$ cat src/rtl/f2c_ring_dma_writer.sv
// FPGA-to-CPU ring DMA writer: packs a 64-bit stream into fixed-size write TLPs across a host ring
// of slots and posts the write pointer after each slot, throttled by the host read pointer.
module f2c_ring_dma_writer #(
  parameter int unsigned SLOT_LOG2  = 4,
  parameter int unsigned QW_PER_TLP = 16
) (
  input  logic                 clk_in,
  input  logic                 rstn,
  input  logic                 enable_in,
  input  logic [31:0]          base_in,
  input  logic [SLOT_LOG2-1:0] rdPtr_in,
  input  logic [63:0]          f2cData_in,
  input  logic                 f2cValid_in,
  output logic                 f2cReady_out,
  output logic [63:0]          txData_out,
  output logic                 txValid_out,
  output logic                 txSop_out,
  output logic                 txEop_out,
  output logic [31:0]          txAddr_out,
  output logic [6:0]           txLen_out,
  input  logic                 txReady_in,
  output logic [SLOT_LOG2-1:0] wrPtr_out,
  output logic [31:0]          tlpCount_out,
  output logic                 busy_out
);

  localparam int unsigned N_SLOTS   = 1 << SLOT_LOG2;
  localparam int unsigned QW_LOG2   = $clog2(QW_PER_TLP);
  localparam int unsigned BEAT_W    = (QW_PER_TLP > 1) ? QW_LOG2 : 1;
  localparam logic [BEAT_W-1:0] LAST_BEAT = BEAT_W'(QW_PER_TLP - 1);
  localparam logic [31:0] PTR_OFS  = 32'(N_SLOTS * QW_PER_TLP);
  localparam logic [6:0]  DATA_LEN = 7'(QW_PER_TLP);

  typedef enum logic [1:0] {
    IDLE       = 2'd0,
    WAIT_SPACE = 2'd1,
    DATA       = 2'd2,
    PTR        = 2'd3
  } state_t;

  state_t                state;
  logic [31:0]           base_q;
  logic [SLOT_LOG2-1:0]  wr_ptr;
  logic [BEAT_W-1:0]     beat;
  logic [31:0]           tlp_count;
  logic [SLOT_LOG2-1:0]  wr_ptr_inc;
  logic                  data_hs;
  logic                  ptr_hs;

  // Slot index wraps naturally because the ring holds a power-of-two slot count.
  assign wr_ptr_inc = wr_ptr + SLOT_LOG2'(1);
  assign data_hs    = (state == DATA) && f2cValid_in && txReady_in;
  assign ptr_hs     = (state == PTR) && txReady_in;

  // Control FSM; a data TLP once entered always runs to its pointer post.
  always_ff @(posedge clk_in or negedge rstn) begin
    if (!rstn) begin
      state     <= IDLE;
      base_q    <= '0;
      wr_ptr    <= '0;
      beat      <= '0;
      tlp_count <= '0;
    end else begin
      case (state)
        IDLE: begin
          wr_ptr    <= '0;
          tlp_count <= '0;
          if (enable_in) begin
            base_q <= base_in;
            state  <= WAIT_SPACE;
          end
        end
        WAIT_SPACE: begin
          if (!enable_in) begin
            wr_ptr    <= '0;
            tlp_count <= '0;
            state     <= IDLE;
          end else if (wr_ptr_inc != rdPtr_in) begin
            beat  <= '0;
            state <= DATA;
          end
        end
        DATA: begin
          if (data_hs) begin
            if (beat == LAST_BEAT) begin
              state <= PTR;
            end else begin
              beat <= beat + BEAT_W'(1);
            end
          end
        end
        PTR: begin
          if (ptr_hs) begin
            if (enable_in) begin
              wr_ptr    <= wr_ptr_inc;
              tlp_count <= tlp_count + 32'd1;
              state     <= WAIT_SPACE;
            end else begin
              wr_ptr    <= '0;
              tlp_count <= '0;
              state     <= IDLE;
            end
          end
        end
        default: state <= IDLE;
      endcase
    end
  end

  // Transmit side: stream pass-through in DATA, single-qword pointer write in PTR.
  always_comb begin
    f2cReady_out = 1'b0;
    txValid_out  = 1'b0;
    txData_out   = '0;
    txSop_out    = 1'b0;
    txEop_out    = 1'b0;
    txAddr_out   = '0;
    txLen_out    = '0;
    case (state)
      DATA: begin
        txValid_out  = f2cValid_in;
        f2cReady_out = txReady_in;
        txData_out   = f2cData_in;
        if (beat == '0) begin
          txSop_out  = 1'b1;
          txAddr_out = base_q + (32'(wr_ptr) << QW_LOG2);
          txLen_out  = DATA_LEN;
        end
        if (beat == LAST_BEAT) begin
          txEop_out = 1'b1;
        end
      end
      PTR: begin
        txValid_out = 1'b1;
        txSop_out   = 1'b1;
        txEop_out   = 1'b1;
        txAddr_out  = base_q + PTR_OFS;
        txLen_out   = 7'd1;
        txData_out  = 64'(wr_ptr_inc);
      end
      default: ;
    endcase
  end

  assign wrPtr_out    = wr_ptr;
  assign tlpCount_out = tlp_count;
  assign busy_out     = (state != IDLE);

endmodule
$ cat config.mk
export PLATFORM = sky130hd
export DESIGN_NAME = f2c_ring_dma_writer
export DESIGN_NICKNAME = d
export VERILOG_FILES = /design/src/rtl/f2c_ring_dma_writer.sv
export SDC_FILE = /design/constraint.sdc
export NUM_CORES = 1
export LEC_CHECK = 0
export BUFFER_PORTS_ARGS = -buffer_cell sky130_fd_sc_hd__buf_4
export CAP_MARGIN = 20
export CORE_MARGIN = 1
export CORE_UTILIZATION = 42
export CTS_CLUSTER_DIAMETER = 60
export DETAILED_ROUTE_END_ITERATION = 6
export PLACE_DENSITY = 0.86
export SETUP_SLACK_MARGIN = 0.02
export SLEW_MARGIN = 20
export SYNTH_ARGS = -nofsm -noshare
export SYNTH_HDL_FRONTEND = slang
export SYNTH_SLANG_ARGS = --single-unit
$ cat constraint.sdc
create_clock -name clk_in -period 2.4 [get_ports clk_in]
set_clock_uncertainty 0.05 [all_clocks]
set_input_delay 0.12 -clock clk_in [delete_from_list [all_inputs] [get_ports clk_in]]
set_output_delay 0.12 -clock clk_in [all_outputs]
set_load 0.02 [all_outputs]
Word-level counts from Yosys, hierarchy flattened
Index checks and enable logic that the tools add are counted.

Multiplexer cells: 32. Add/sub/neg operators: 5. Reduce and logical (&&, ||, !) cells: 12. Eq/ne operators: 14.

Operator list (number): 32-bit 2-to-1 mux (4); 64-bit one-hot mux with 2 select lines (1); 32-bit one-hot mux with 3 select lines (1); 32-bit one-hot mux with 2 select lines (1); 32-bit by 1-bit adder with 32-bit output (second input constant) (1); 32-bit by 8-bit adder with 32-bit output (1); 32-bit by 9-bit adder with 32-bit output (second input constant) (1); 4-bit 2-to-1 mux (7); 2-bit inequality test (second input constant) (7); 2-bit 2-to-1 mux (6); 4-bit one-hot mux with 3 select lines (1); 5-bit one-hot mux with 2 select lines (1); 5-bit AND reduction (2); 4-bit by 1-bit adder with 4-bit output (second input constant) (2); 2-bit one-hot mux with 4 select lines (1); 4-bit one-hot mux with 2 select lines (1); 1-bit one-hot mux with 2 select lines (3); 5-bit 2-to-1 mux (1); 2-bit equality test (second input constant) (2); 4-bit equality test (second input constant) (1); 4-bit zero test (1); 1-bit 2-to-1 mux (4); 4-bit inequality test (1); 2-bit nonzero test (2); other kinds (8) (10).

Register bits: 74. Output and inout bits: 144. Logic and storage cells: 68. Input port bits: 105.

Logic depth before layout (Yosys ltp)
Depth after elaboration: 5. Gate-level depth with buffers: 9. Mapped depth without buffers: 8.

Worst setup path after synthesis
Ideal clock, no wire load.

Path kind: register to output. Start: register wr_ptr[0] (netlist: wrPtr_out[0]). End: output txAddr_out[18]. Stages on the path, launching flop included: 10. Data arrival time: 2557 ps. Buffers on the path: 1. Required time: 2230 ps. Path slack: -327 ps. Path through: dfrtp_1 > ha_1 > inv_1 > fa_1 > nand2b_1 > a21oi_1 > or2_2 > clkbuf_1 > nand2_1 > o311a_1.

Longest elaborated chain between the ends: 3.

RTL lines: start: declaration (RTL line 43) `logic [SLOT_LOG2-1:0] wr_ptr;`; start signal: assignment (RTL line 95) `wr_ptr <= wr_ptr_inc;`; 32-bit by 8-bit adder with 32-bit output (RTL line 126) `txAddr_out = base_q + (32'(wr_ptr) << QW_LOG2);`; 32-bit 2-to-1 mux (RTL line 124) `if (beat == '0) begin`; 32-bit one-hot mux with 2 select lines (RTL line 119) `case (state)`; end: declaration (RTL line 19) `output logic [31:0] txAddr_out,`.

Every way passes these cells.

Worst setup path after layout
Start: register wr_ptr[1] (netlist: wrPtr_out[1]). End: output txAddr_out[28].

The elaborated chain is that of the path after synthesis.

==> flow_summary.json <==
{
  "status": "finished with violations",
  "violations": "setup timing",
  "antenna_found_initial": 0,
  "dr.pass1.iters": 7,
  "portBuffers": 243,
  "io_pins": 249,
  "place_hpwl_um": 12300,
  "synth-main-ff-cell": "dfrtp_1",
  "rows": 39,
  "min_from": "enable_in",
  "final_util_pct": 74.0,
  "cp-startpoint": "wrPtr_out[1]",
  "slowest_stage": "dfrtp_1",
  "gp_congestion": 0.990,
  "synth_common_cells": "dfrtp_1, and2_1, nand2_1",
  "clkTransAtPathRegs_ns": 0.06,
  "multi_input_area_mm2": 0.00336,
  "power_density_mw_per_mm2": 1070,
  "synth_edf_count": 0,
  "yosysSeqAreaShare_pct": 37.5,
  "drcViolationCount": 0,
  "yosysMostFrequentCell": "dfrtp_1",
  "root_buffer": "clkbuf_16",
  "max_cap_viol_count": 0,
  "async_flop_share_pct": 100,
  "synth_top_area_share_pct": 37.5,
  "clock_latency_ns": 0.33,
  "rsz0062_at_grt": "yes",
  "routedWlPerCell_um": 20.4,
  "slew_headroom_pct": 62.7,
  "vias_per_cell": 5.84,
  "drt.antenna.violating_nets": 0,
  "synth_area_leader_cell": "dfrtp_1",
  "cp.required_ns": 2.23,
  "yosys_warnings": 0,
  "max-vdd-ir-drop_mv": 0.984,
  "grt_overflow": 0,
  "h-tree-depth": 3,
  "grt_pass1_wl_um": 30400,
  "synth_cell_types": 57,
  "drt_iter0_markers": 595,
  "crit_fanout": 6,
  "fin_nets": 997,
  "fin_tns_setup_ns": -4.12,
  "worst_slack_ns": -0.330,
  "die_y_um": 110,
  "final_hold_viol_count": 0,
  "maxSlewViolCount": 0,
  "synth_area_leaders": "dfrtp_1, and2_1, mux2_2",
  "hold_class": "input pin to register",
  "die_area_mm2": 0.0122,
  "final-setup-viol-count": 24,
  "drive_gt1_share_pct": 48.9,
  "avgSynthCellArea_um2": 8.77,
  "routed_wl_um": 21000,
  "syn2layout_area_growth_pct": 71.0,
  "end_kind": "primary output",
  "post-place-ws_ns": 0.0487,
  "fmax_ghz": 0.366,
  "crit_chain": "inv_1, fa_2, nand2b_4, a21oi_4, o21a_1, a31oi_1, a311oi_2, buf_4",
  "grt_pass1_vias": 5706,
  "vias": 6017,
  "synth-seq-cells": 74,
  "nFillCells": 746,
  "finalCritPeriodShare_pct": 114,
  "finalCriticalPeriod_ns": 2.73,
  "grt_max_degree": 63,
  "cpPeakStageDelay_ns": 0.43,
  "tightest_slew_ns": 0.560,
  "cts_tree": "done",
  "p_leak_nw": 3.87,
  "cts_made_buffers": 9,
  "start_kind": "register",
  "die_w_um": 110,
  "synth_cells": 563,
  "synth_area_mm2": 0.00494,
  "core_area_mm2": 0.0114,
  "regArea_mm2": 0.00186,
  "crit_type": "register to primary output",
  "cts.sinks": 74,
  "r2r_start": "tlpCount_out[11]",
  "cp_top_family": "compound AO/OA/AOI/OAI gates",
  "clockBufferDepth": 2,
  "worstPathArrival_ns": 2.56,
  "initial_core_util_pct": 43.3,
  "antenna_cells": 0,
  "path_buf_inv": 2,
  "grt.total_usage_pct": 30.9
}
[where the power goes]
group          total, W  internal [W]  switching [W]
registers       0.00213       0.00159       0.000544
clock network   0.00146      0.000908       0.000548
logic           0.00545       0.00239        0.00305
[final cells by class]
| class | instances | area share (%) |
|---|---|---|
| Sequential cell | 74 | 22.0 |
| Tap cell | 143 | 2.12 |
| Clock buffer | 9 | 2.67 |
| Timing Repair Buffer | 335 | 31.5 |
| Multi-Input combinational cell | 443 | 39.8 |
| Inverter | 19 | 0.844 |
| Clock inverter | 7 | 1.11 |
[metrics by stage]
| stage | total power [W] | instance area, um^2 | hold WS, ns | cells |
|---|---|---|---|---|
| 6_report | 0.00903 | 8450 | 0.0660 | 1030 |
| 5_1_grt | 0.00934 | 8450 | 0.108 | 1030 |
| 4_1_cts | 0.00821 | 8210 | 0.0509 | 1025 |
| 3_5_place_dp | 0.00631 | 7200 | 0.0831 | 962 |
| 3_3_place_gp | 0.00625 | 7200 | 0.0790 | 962 |
| 2_1_floorplan | 0.00445 | 4990 | -0.226 | 567 |
[flip-flops by register name, indices dropped and copies added, names as in the netlist, named ones only]
signal	count
wrPtr_out	4
beat	4
tlpCount_out	32
base_q	32
state	1
[layout by cell type (no fill, tap or decap), types with 3 or more instances in the layout]
master         instances
nor3_1                10
dfrtp_2                6
ha_4                   4
clkbuf_16              9
a21oi_1               11
dfrtp_1               68
or3_4                  3
nor2b_1                3
a22o_1                 3
or4_4                  3
and4_1                 5
nand4_1                6
or4_1                  5
nor2_2                 4
a21oi_2               14
nand3_1               23
and3_1                11
inv_1                 17
conb_1                 5
xnor2_1               26
nand2_1               42
or3_1                  6
dlygate4sd3_1         33
mux2_2                32
nor2_1                35
or2_4                  3
nor4_1                10
and2_1                68
o21ai_0               21
o31ai_1                5
a311oi_2               9
buf_6                  9
ha_1                   5
o21a_1                 4
buf_4                291
o21ai_1                4
[final timing paths]
| path | cells after the start | to | slack (ns) |
|---|---|---|---|
| worst max-delay path | 8 | txAddr_out[28] | -0.33 |
| worst min-delay path | 3 | tlpCount_out[1] | 0.07 |
| worst max register to register | 5 | tlpCount_out[31] | 0.10 |
| worst min register to register | 1 | base_q[2] | 0.46 |
| max in group asynchronous | 3 | tlpCount_out[13] | 1.43 |
| min in group asynchronous | 2 | base_q[19] | 0.27 |
[kinds of logic after synthesis]
| family | Yosys count | share of synthesized area (%) |
|---|---|---|
| adder cells (fa/ha/maj) | 10 | 2.68 |
| buffers and inverters | 50 | 4.20 |
| XOR/XNOR | 29 | 5.45 |
| other | 1 | 0.0759 |
| AO/OA/AOI/OAI | 103 | 13.5 |
| multiplexers | 34 | 7.70 |
| AND/OR/NAND/NOR | 262 | 28.9 |
| flip-flops | 74 | 37.5 |
[worst register-to-register path, stage by stage, from the launching register on]
cell and delay [ns]:
dfrtp_1 0.41, nand3_2 0.12, or4_4 0.57, or3_4 0.41, or4_1 0.49, a21oi_1 0.18
[what timing repair did]
action / in CTS / in global routing
setup endpoints to repair: 28 / 33
pin swaps: 36 / 12
hold endpoints to repair: 69 / 0
buffers inserted: 14 / 5
hold buffers: 33 / 0
gates cloned: 0 / 0
resized for setup: 56 / 42
[routing by layer]
metal | GRT usage [%] | up-vias | routed length (um)
li1 | - | 2634 | -
met5 | 0 | - | 0
met2 | 50.2 | 452 | 9830
met3 | 8.89 | 113 | 2090
met1 | 39.0 | 2818 | 8200
met4 | 11.1 | 0 | 917
Note: power is estimated with default switching activity, not from simulation.
